## config.mk

```make
export PLATFORM = sky130hd
export DESIGN_NAME = cardinality_check_initiator_flat
export DESIGN_NICKNAME = d
export VERILOG_FILES = /design/src/rtl/cardinality_check_initiator_if.sv /design/src/rtl/cardinality_check_initiator.sv /design/src/flat_wrapper.sv
export SDC_FILE = /design/constraint.sdc
export NUM_CORES = 1
export LEC_CHECK = 0
export ABC_CLOCK_PERIOD_IN_PS = 2700
export CAP_MARGIN = 15
export CELL_PAD_IN_SITES_DETAIL_PLACEMENT = 1
export CELL_PAD_IN_SITES_GLOBAL_PLACEMENT = 1
export CORE_MARGIN = 2
export CORE_UTILIZATION = 41
export DETAILED_ROUTE_END_ITERATION = 8
export GPL_TIMING_DRIVEN = 0
export HOLD_SLACK_MARGIN = 0.06
export PLACE_DENSITY = 0.84
export SLEW_MARGIN = 0
export SYNTH_ARGS = -nofsm -noshare
export SYNTH_HDL_FRONTEND = slang
export SYNTH_SLANG_ARGS = --single-unit
```

## constraint.sdc

```tcl
create_clock -name clk -period 2.7 [get_ports clk]
set_clock_uncertainty 0.1 [all_clocks]
set_input_delay 0.54 -clock clk [delete_from_list [all_inputs] [get_ports clk]]
set_output_delay 0.54 -clock clk [all_outputs]
set_load 0.02 [all_outputs]
```

## src/rtl/cardinality_check_initiator_if.sv

```systemverilog
// rtl/cardinality_check_initiator_if.sv - go/done requester bundle between a stage controller and its cardinality checkers
//
// Purpose: groups the start/busy control, the per-checker go/done/cardinality
// lines and the valid/ready result port of the cardinality check initiator.
//
// Signals (NUM_CHECKS wide unless noted):
//   start              1   begin a check sequence (sampled only when idle)
//   busy               1   initiator is not idle
//   check_go               one-hot single-cycle go pulse to checker i
//   check_done             done from checker i
//   check_cardinality      final cardinality from checker i, valid with its done
//   result_valid       1   result available
//   result_ready       1   consumer accepts the result
//   result_parity          latched cardinality per check
//   result_odd         1   OR-reduction of result_parity
//   result_error_mask      bit i set if check i timed out
//
// Modports:
//   master - the initiator itself
//   slave  - the environment (stage controller, checkers, result consumer)

interface cardinality_check_initiator_if #(
  parameter int NUM_CHECKS = 2
);
  logic                  start;
  logic                  busy;
  logic [NUM_CHECKS-1:0] check_go;
  logic [NUM_CHECKS-1:0] check_done;
  logic [NUM_CHECKS-1:0] check_cardinality;
  logic                  result_valid;
  logic                  result_ready;
  logic [NUM_CHECKS-1:0] result_parity;
  logic                  result_odd;
  logic [NUM_CHECKS-1:0] result_error_mask;

  modport master (
    input  start,
    input  check_done,
    input  check_cardinality,
    input  result_ready,
    output busy,
    output check_go,
    output result_valid,
    output result_parity,
    output result_odd,
    output result_error_mask
  );

  modport slave (
    output start,
    output check_done,
    output check_cardinality,
    output result_ready,
    input  busy,
    input  check_go,
    input  result_valid,
    input  result_parity,
    input  result_odd,
    input  result_error_mask
  );
endinterface

```

## src/rtl/cardinality_check_initiator.sv

```systemverilog
// rtl/cardinality_check_initiator.sv - sequential go/done requester for the per-boundary cardinality checkers
//
// Purpose: on a start pulse, runs checkers 0..NUM_CHECKS-1 one after another
// (index 0 = X boundary, index 1 = Z boundary). Each checker gets a single
// cycle go, then the initiator waits for that checker's done (bounded by
// TIMEOUT_CYCLES) and latches its cardinality bit. The collected parities and
// the timeout mask are then offered on a valid/ready result port.
//
// Ports:
//   clk    - clock
//   reset  - synchronous, active-high reset
//   bus    - cardinality_check_initiator_if.master (start/busy, go/done/
//            cardinality per checker, result valid/ready/parity/odd/mask)
//
// Configuration macro:
//   CARDINALITY_CHECK_RETRY_EN - when defined, the first timeout on a check
//   re-issues go for the same index once; only a second timeout marks it.

module cardinality_check_initiator #(
  parameter int NUM_CHECKS     = 2,
  parameter int TIMEOUT_CYCLES = 1024,
  parameter int TIMER_WIDTH    = $clog2(TIMEOUT_CYCLES) + 1
) (
  input  logic                         clk,
  input  logic                         reset,
  cardinality_check_initiator_if.master bus
);

  localparam int IDX_W = (NUM_CHECKS > 1) ? $clog2(NUM_CHECKS) : 1;
  localparam logic [IDX_W-1:0]       LAST_IDX   = IDX_W'(NUM_CHECKS - 1);
  localparam logic [TIMER_WIDTH-1:0] TIMER_LAST = TIMER_WIDTH'(TIMEOUT_CYCLES - 1);
  localparam logic [NUM_CHECKS-1:0]  ONE_HOT0   = NUM_CHECKS'(1);

  typedef enum logic [1:0] {
    IDLE   = 2'd0,
    ISSUE  = 2'd1,
    WAIT   = 2'd2,
    REPORT = 2'd3
  } state_t;

  state_t                  state_q;
  logic [IDX_W-1:0]        index_q;
  logic [TIMER_WIDTH-1:0]  timer_q;
  logic [NUM_CHECKS-1:0]   parity_q;
  logic [NUM_CHECKS-1:0]   mask_q;
  logic [NUM_CHECKS-1:0]   go_q;
  logic                    busy_q;
  logic                    valid_q;
  logic                    odd_q;
`ifdef CARDINALITY_CHECK_RETRY_EN
  logic                    retried_q;
`endif

  // Only the done/cardinality of the checker currently being serviced matter;
  // done bits from other indices are never looked at.
  logic                  done_w;
  logic                  card_w;
  logic                  timeout_w;
  logic                  last_w;
  logic [NUM_CHECKS-1:0] index_onehot_w;
  logic [NUM_CHECKS-1:0] parity_d;
  logic [NUM_CHECKS-1:0] mask_d;

  assign done_w         = bus.check_done[index_q];
  assign card_w         = bus.check_cardinality[index_q];
  // done takes priority over an expiring timer in the same cycle
  assign timeout_w      = !done_w && (timer_q == TIMER_LAST);
  assign last_w         = (index_q == LAST_IDX);
  assign index_onehot_w = ONE_HOT0 << index_q;

  // Parity/mask as they become once the current check resolves: the done
  // path takes the checker's bit, a timeout forces parity 0 and sets the mask.
  always_comb begin
    parity_d = parity_q;
    mask_d   = mask_q;
    if (done_w) begin
      parity_d[index_q] = card_w;
    end else begin
      parity_d[index_q] = 1'b0;
      mask_d[index_q]   = 1'b1;
    end
  end

  // go, busy, valid and odd are registered alongside the state so the outputs
  // change only on clock edges; go is pre-loaded on entry to ISSUE.
  always_ff @(posedge clk) begin
    if (reset) begin
      state_q   <= IDLE;
      index_q   <= '0;
      timer_q   <= '0;
      parity_q  <= '0;
      mask_q    <= '0;
      go_q      <= '0;
      busy_q    <= 1'b0;
      valid_q   <= 1'b0;
      odd_q     <= 1'b0;
`ifdef CARDINALITY_CHECK_RETRY_EN
      retried_q <= 1'b0;
`endif
    end else begin
      case (state_q)
        IDLE: begin
          if (bus.start) begin
            state_q   <= ISSUE;
            index_q   <= '0;
            parity_q  <= '0;
            mask_q    <= '0;
            odd_q     <= 1'b0;
            go_q      <= ONE_HOT0;
            busy_q    <= 1'b1;
`ifdef CARDINALITY_CHECK_RETRY_EN
            retried_q <= 1'b0;
`endif
          end
        end

        ISSUE: begin
          // done seen here belongs to no go of ours yet and is dropped
          go_q    <= '0;
          timer_q <= '0;
          state_q <= WAIT;
        end

        WAIT: begin
`ifdef CARDINALITY_CHECK_RETRY_EN
          if (timeout_w && !retried_q) begin
            // first timeout: one more go for the same checker, fresh timer
            retried_q <= 1'b1;
            go_q      <= index_onehot_w;
            state_q   <= ISSUE;
          end else
`endif
          if (done_w || timeout_w) begin
            parity_q <= parity_d;
            mask_q   <= mask_d;
`ifdef CARDINALITY_CHECK_RETRY_EN
            retried_q <= 1'b0;
`endif
            if (last_w) begin
              state_q <= REPORT;
              valid_q <= 1'b1;
              odd_q   <= |parity_d;
            end else begin
              index_q <= index_q + 1'b1;
              go_q    <= index_onehot_w << 1;
              state_q <= ISSUE;
            end
          end else begin
            timer_q <= timer_q + 1'b1;
          end
        end

        REPORT: begin
          // result registers are untouched here, so they hold while stalled
          if (bus.result_ready) begin
            state_q <= IDLE;
            valid_q <= 1'b0;
            busy_q  <= 1'b0;
          end
        end

        default: begin
          state_q <= IDLE;
          go_q    <= '0;
          busy_q  <= 1'b0;
          valid_q <= 1'b0;
        end
      endcase
    end
  end

  assign bus.busy              = busy_q;
  assign bus.check_go          = go_q;
  assign bus.result_valid      = valid_q;
  assign bus.result_parity     = parity_q;
  assign bus.result_odd        = odd_q;
  assign bus.result_error_mask = mask_q;

endmodule

```

## src/flat_wrapper.sv

```systemverilog
// flat-port wrapper written by rule: the top's interface ports become plain ports
module cardinality_check_initiator_flat 
#(
  parameter int NUM_CHECKS     = 2,
  parameter int TIMEOUT_CYCLES = 1024,
  parameter int TIMER_WIDTH    = $clog2(TIMEOUT_CYCLES) + 1
)
  (clk, reset, bus_start, bus_check_done, bus_check_cardinality, bus_result_ready, bus_busy, bus_check_go, bus_result_valid, bus_result_parity, bus_result_odd, bus_result_error_mask);
  cardinality_check_initiator_if #(.NUM_CHECKS(NUM_CHECKS)) bus_i ();
  input  logic clk;
  input  logic reset;
  input wire logic [$bits(bus_i.start)-1:0] bus_start;
  input wire logic [$bits(bus_i.check_done)-1:0] bus_check_done;
  input wire logic [$bits(bus_i.check_cardinality)-1:0] bus_check_cardinality;
  input wire logic [$bits(bus_i.result_ready)-1:0] bus_result_ready;
  output wire logic [$bits(bus_i.busy)-1:0] bus_busy;
  output wire logic [$bits(bus_i.check_go)-1:0] bus_check_go;
  output wire logic [$bits(bus_i.result_valid)-1:0] bus_result_valid;
  output wire logic [$bits(bus_i.result_parity)-1:0] bus_result_parity;
  output wire logic [$bits(bus_i.result_odd)-1:0] bus_result_odd;
  output wire logic [$bits(bus_i.result_error_mask)-1:0] bus_result_error_mask;
  assign bus_i.start = bus_start;
  assign bus_i.check_done = bus_check_done;
  assign bus_i.check_cardinality = bus_check_cardinality;
  assign bus_i.result_ready = bus_result_ready;
  assign bus_busy = bus_i.busy;
  assign bus_check_go = bus_i.check_go;
  assign bus_result_valid = bus_i.result_valid;
  assign bus_result_parity = bus_i.result_parity;
  assign bus_result_odd = bus_i.result_odd;
  assign bus_result_error_mask = bus_i.result_error_mask;
  cardinality_check_initiator #(.NUM_CHECKS(NUM_CHECKS), .TIMEOUT_CYCLES(TIMEOUT_CYCLES), .TIMER_WIDTH(TIMER_WIDTH)) u_core (.clk(clk), .reset(reset), .bus(bus_i));
endmodule
```

Word level (Yosys, flattened, before mapping) --
Cells that the tools add are included.
Word-level totals: flip-flop bits (word level) 23, bits of input ports 8, output and inout port bits 9, logic and storage cells 84
Operators by class: add/subtract/negate cells 2, magnitude comparators 2, equal/unequal tests 11, shift operators 1, muxes and demuxes 37, bitwise operators 3, reductions and logical operators 19
Operators with widths (number):
- $mux W2 | 11
- $pmux W11 S2 | 1
- $reduce_and A4 Y1 | 4
- $mux W1 | 14
- $add A11 B1 Y11 const B | 1
- $eq A11 B10 Y1 const B | 1
- $mux W11 | 1
- $ne A2 B2 Y1 const B | 5
- $reduce_and A3 Y1 | 3
- $pmux W1 S2 | 4
- $pmux W2 S2 | 2
- $pmux W2 S4 | 1
- $reduce_bool A2 Y1 | 4
- $pmux W2 S3 | 1
- $eq A2 B2 Y1 const B | 2
- $ne A2 B1 Y1 const B | 2
- $reduce_bool A3 Y1 | 1
- $and A2 B2 Y2 | 1
- $bwmux W2 | 1
- $eq A2 B1 Y1 const B | 1
- $logic_and A1 B1 Y1 | 2
- $logic_not A2 Y1 | 1
- $lt A1 B2 Y1 const B | 1
- $not A2 Y2 | 1
- other kinds (9) | 9

Longest topological paths before layout --
depth after elaboration 11, depth in mapped cells 8, depth with buffers taken out 6

Worst setup path after synthesis --
OpenSTA, ideal clock, no wires.
kind register to register, start register u_core.state_q[0], end register u_core.timer_q[7], library setup time 0.122 ns, arrival 1.620 ns, required time 2.478 ns, slack 0.858 ns, cell stages (with the launch flop) 7, buffers on the path 2, period minus slack after synthesis 1.842 ns, cell sequence dfxtp_1 > inv_1 > ha_1 > clkbuf_1 > buf_1 > a21oi_1 > a221o_1
On the way: longest elaborated chain between the ends 3, elaborated cells between the ends (all ways) 6
Ends and longest elaborated chain:
- start, declared | RTL line cardinality_check_initiator.sv:41 | state_t state_q;
- start signal, assigned | RTL line cardinality_check_initiator.sv:88 | state_q <= IDLE;
- start signal, assigned | RTL line cardinality_check_initiator.sv:104 | state_q <= ISSUE;
- start signal, assigned | RTL line cardinality_check_initiator.sv:121 | state_q <= WAIT;
- $eq A2 B2 Y1 / $eq A2 B1 Y1 (equally long branches) | RTL line cardinality_check_initiator.sv:101 | case (state_q)
- $ne A2 B2 Y1 (no source line) / $reduce_bool A2 Y1 (equally long branches)
- $reduce_and A2 Y1 (no source line)
- end signal, assigned | RTL line cardinality_check_initiator.sv:149 | timer_q <= timer_q + 1'b1;
- end, declared | RTL line cardinality_check_initiator.sv:43 | logic [TIMER_WIDTH-1:0] timer_q;
Several ways; a longest one is shown, not always the timed one. A chain may end at the register's enable or synchronous reset.

Worst setup path after layout --
Ends and elaborated chain as after synthesis.

==> results.md <==
- Share of the synthesized area in the top cell type: 32.5%
- Post-Syn Nets: 184
- Synth Cell Area: 1420 um^2
- Reg clk slew, reported paths: 0.14 ns
- Critical Path Stages: 6
- Crit end category: flip-flop
- Switching share of power: 43.2%
- Largest net degree at the start of global routing: 14
- Routed vias/inst: 6.03
- Total negative slack: 0 ns
- Nets: 205
- Share of post-route cells with drive strength above 1: 8.47%
- Initial antenna violation count: 0
- Wire per inst: 18.2 um
- Post-Syn Instances: 169
- Worst-Margin Slew: 0.620 ns
- Die Height: 62.8 um
- HP Class: flip-flop to flip-flop
- CP max stage cell: buf_1
- Antenna cells: 0
- Max-slew headroom: 58.7%
- Min cycle time layout: 2.33 ns
- Gr ovfl total: 0
- Clock Latency Late Sink: 0.32 ns
- CTS max path bufs: 2
- Reg power frac: 36.5%
- Power share of the combinational group: 48.6%
- Routed Antenna Nets: 0
- Tcrit/Tclk final: 86.3%
- RSZ-0062 raised after global routing: false
- Post-synth top area cell: dfxtp_1
- Cell at the root of the clock tree: clkbuf_4
- Fin. max-slew vios: 0
- Status: complete, no violations
- Drc violations: 0
- Hold buffers post-CTS: 0
- CTS buffer count: 3
- Routed vias: 1,416
- Crit path required time: 2.83 ns
- Core Footprint: 3340 um^2
- Lkg Pwr: 0.589 nW
- Switching pwr: 498 uW
- CTS tree: built
- Maxcap violations: 0
- Die W: 62.8 um
- Final setup fails: 0
- Netlist cell types: 45
- Worst EP arrival: 2.46 ns
- Clock group share of total power: 14.9%
- DRT Pass-1 Iters: 4
- Total track usage: 23.2%
- CTS H-tree depth: 1
- Sequential area share after synthesis: 32.5%
- Ranking of synthesized cells by area: dfxtp_1 (33%), ha_1 (6.2%), a21oi_1 (3.9%), nor3_1 (3.9%), nand4_1 (3.5%)
- Synth top cells by count: dfxtp_1 (23), a21oi_1 (11), nand2_1 (11), nor3_1 (11), nand3_1 (9)
- CP max stage delay: 0.51 ns
- Number of DRC markers in iteration 0: 81
- VDD IR-drop max: 448 uV
- Int Power: 655 uW
- Avg Cell Area, Syn: 8.37 um^2
- Warnings from Yosys: 0
- Endpoints failing hold: 0
- FP Rows: 21
- Starting Density: 42.4%
- Clock tree sinks: 23
- FF+latch count, synth: 23
- Area growth, synth to finish: 17.3%
- WP buf/inv: 3
- Full die area: 3940 um^2
- Cell family with most CP delay: buffers and inverters
- Drt total wl: 4280 um
- PostCTS Resize Cnt: 0
- WHS Path Cells: 1
- Worst r2r path cells: 6
- Vias in the first global route: 1,529
- Most numerous cell in the Yosys netlist: dfxtp_1
- Crit Path Class: flip-flop to flip-flop
- First-pass GRT wire length: 7410 um
- Boundary Pins: 17
- Maximum clock frequency: 429 MHz
- Port Buf Inserts: 16
- Setup bufs post-CTS: 0
- Crit-path cells: inv_1 -> ha_1 -> clkbuf_1 -> buf_1 -> a21oi_1 -> a221o_1
- Placer Congestion: 0.841
- Fin Hold WS: 0.370 ns
- Power per cell area: 695 nW/um^2
- Startpoint types: flip-flop
- Ys async rst share: 0%
- Crit Path Max Fanout: 10
- Main synth FF type: dfxtp_1
- Number of synthesized flops with an enable pin: 0
- HPWL after DPL: 3170 um
-- stage by stage --
stage | instances | total power [mW] | util [%] | cell area [um^2] | worst slack [ns]
2_1_floorplan | 169 | 0.798 | - | 1420 | 0.858
3_3_place_gp | 231 | 0.957 | 48.9 | 1630 | 0.121
3_5_place_dp | 231 | 0.981 | 48.9 | 1630 | 0.0776
4_1_cts | 235 | 1.15 | 49.8 | 1660 | 0.371
5_1_grt | 235 | 1.23 | 49.8 | 1660 | 0.191
6_report | 235 | 1.15 | 49.8 | 1660 | 0.371
-- cell type report --
| class | count | area [um^2] |
|---|---|---|
| well taps | 46 | 57.6 |
| fillers | 432 | 1680 |
| clock buffers | 3 | 22.5 |
| repair buffers | 16 | 160 |
| inverters | 8 | 30.0 |
| multi-input cells | 127 | 872 |
| flip-flops and latches | 23 | 460 |
| plain buffers | 11 | 52.6 |
| clock inverters | 1 | 5.00 |
-- worst register-to-register path: stages, from the launching register on --
cell and delay [ns]:
dfxtp_1 0.38, inv_1 0.15, ha_1 0.18, clkbuf_1 0.34, buf_1 0.52, a21oi_1 0.22
a221o_1 0.35
-- per-layer routing --
layer  part of all wire (%)  global-route usage (%)  wire [um]
met3                    2.5                    4.32        105
met2                     49                    40.6       2090
met5                      0                       0          0
met1                     48                    30.1       2050
met4                   0.77                    4.17         33
-- worst paths after layout --
| kind | from | endpoint | slack [ns] |
|---|---|---|---|
| max | u_core.state_q[0] | u_core.timer_q[7] | 0.37 |
| min reg2reg | u_core.timer_q[10] | u_core.timer_q[10] | 0.37 |
| min | u_core.timer_q[10] | u_core.timer_q[10] | 0.37 |
| max reg2reg | u_core.state_q[0] | u_core.timer_q[7] | 0.37 |
-- registers in the layout, summed over array words and instances (netlist names) --
name                          cells
u_core.timer_q                   11
u_core.bus.check_go               2
u_core.bus.result_error_mask      2
u_core.bus.result_parity          2
u_core.state_q                    2
u_core.bus.busy                   1
u_core.bus.result_odd             1
u_core.bus.result_valid           1
u_core.index_q                    1
-- cell families after synthesis --
logic type / count (synthesis) / share of synthesized area [%]
DFF: 23 / 32.5
buffers and inverters: 19 / 5.83
adders and majority gates: 7 / 6.19
muxes: 4 / 3.01
AOI/OAI and AO/OA: 46 / 24.8
and+or+nand+nor: 70 / 27.7
-- layout by cell type, fill, tap and decap left out, types with 4 or more instances in the layout --
master           count
a21oi_1             11
a31oi_1              5
clkbuf_1             6
clkdlybuf4s50_1     16
dfxtp_1             23
ha_1                 7
inv_1                8
nand2_1             11
nand3_1              9
nand4_1              8
nor2_1               6
nor2b_1              4
nor3_1              11
o211ai_1             6
o21a_1               5
or4_1                4
-- power groups by stage --
stage / logic [mW] / registers (mW) / clock network (mW)
finish: 0.561 / 0.421 / 0.172
global route: 0.616 / 0.427 / 0.190
floorplan: 0.347 / 0.451 / 0
global placement: 0.532 / 0.425 / 0
detailed placement: 0.553 / 0.428 / 0
CTS: 0.557 / 0.421 / 0.175
(Power assumes the default switching activity.)
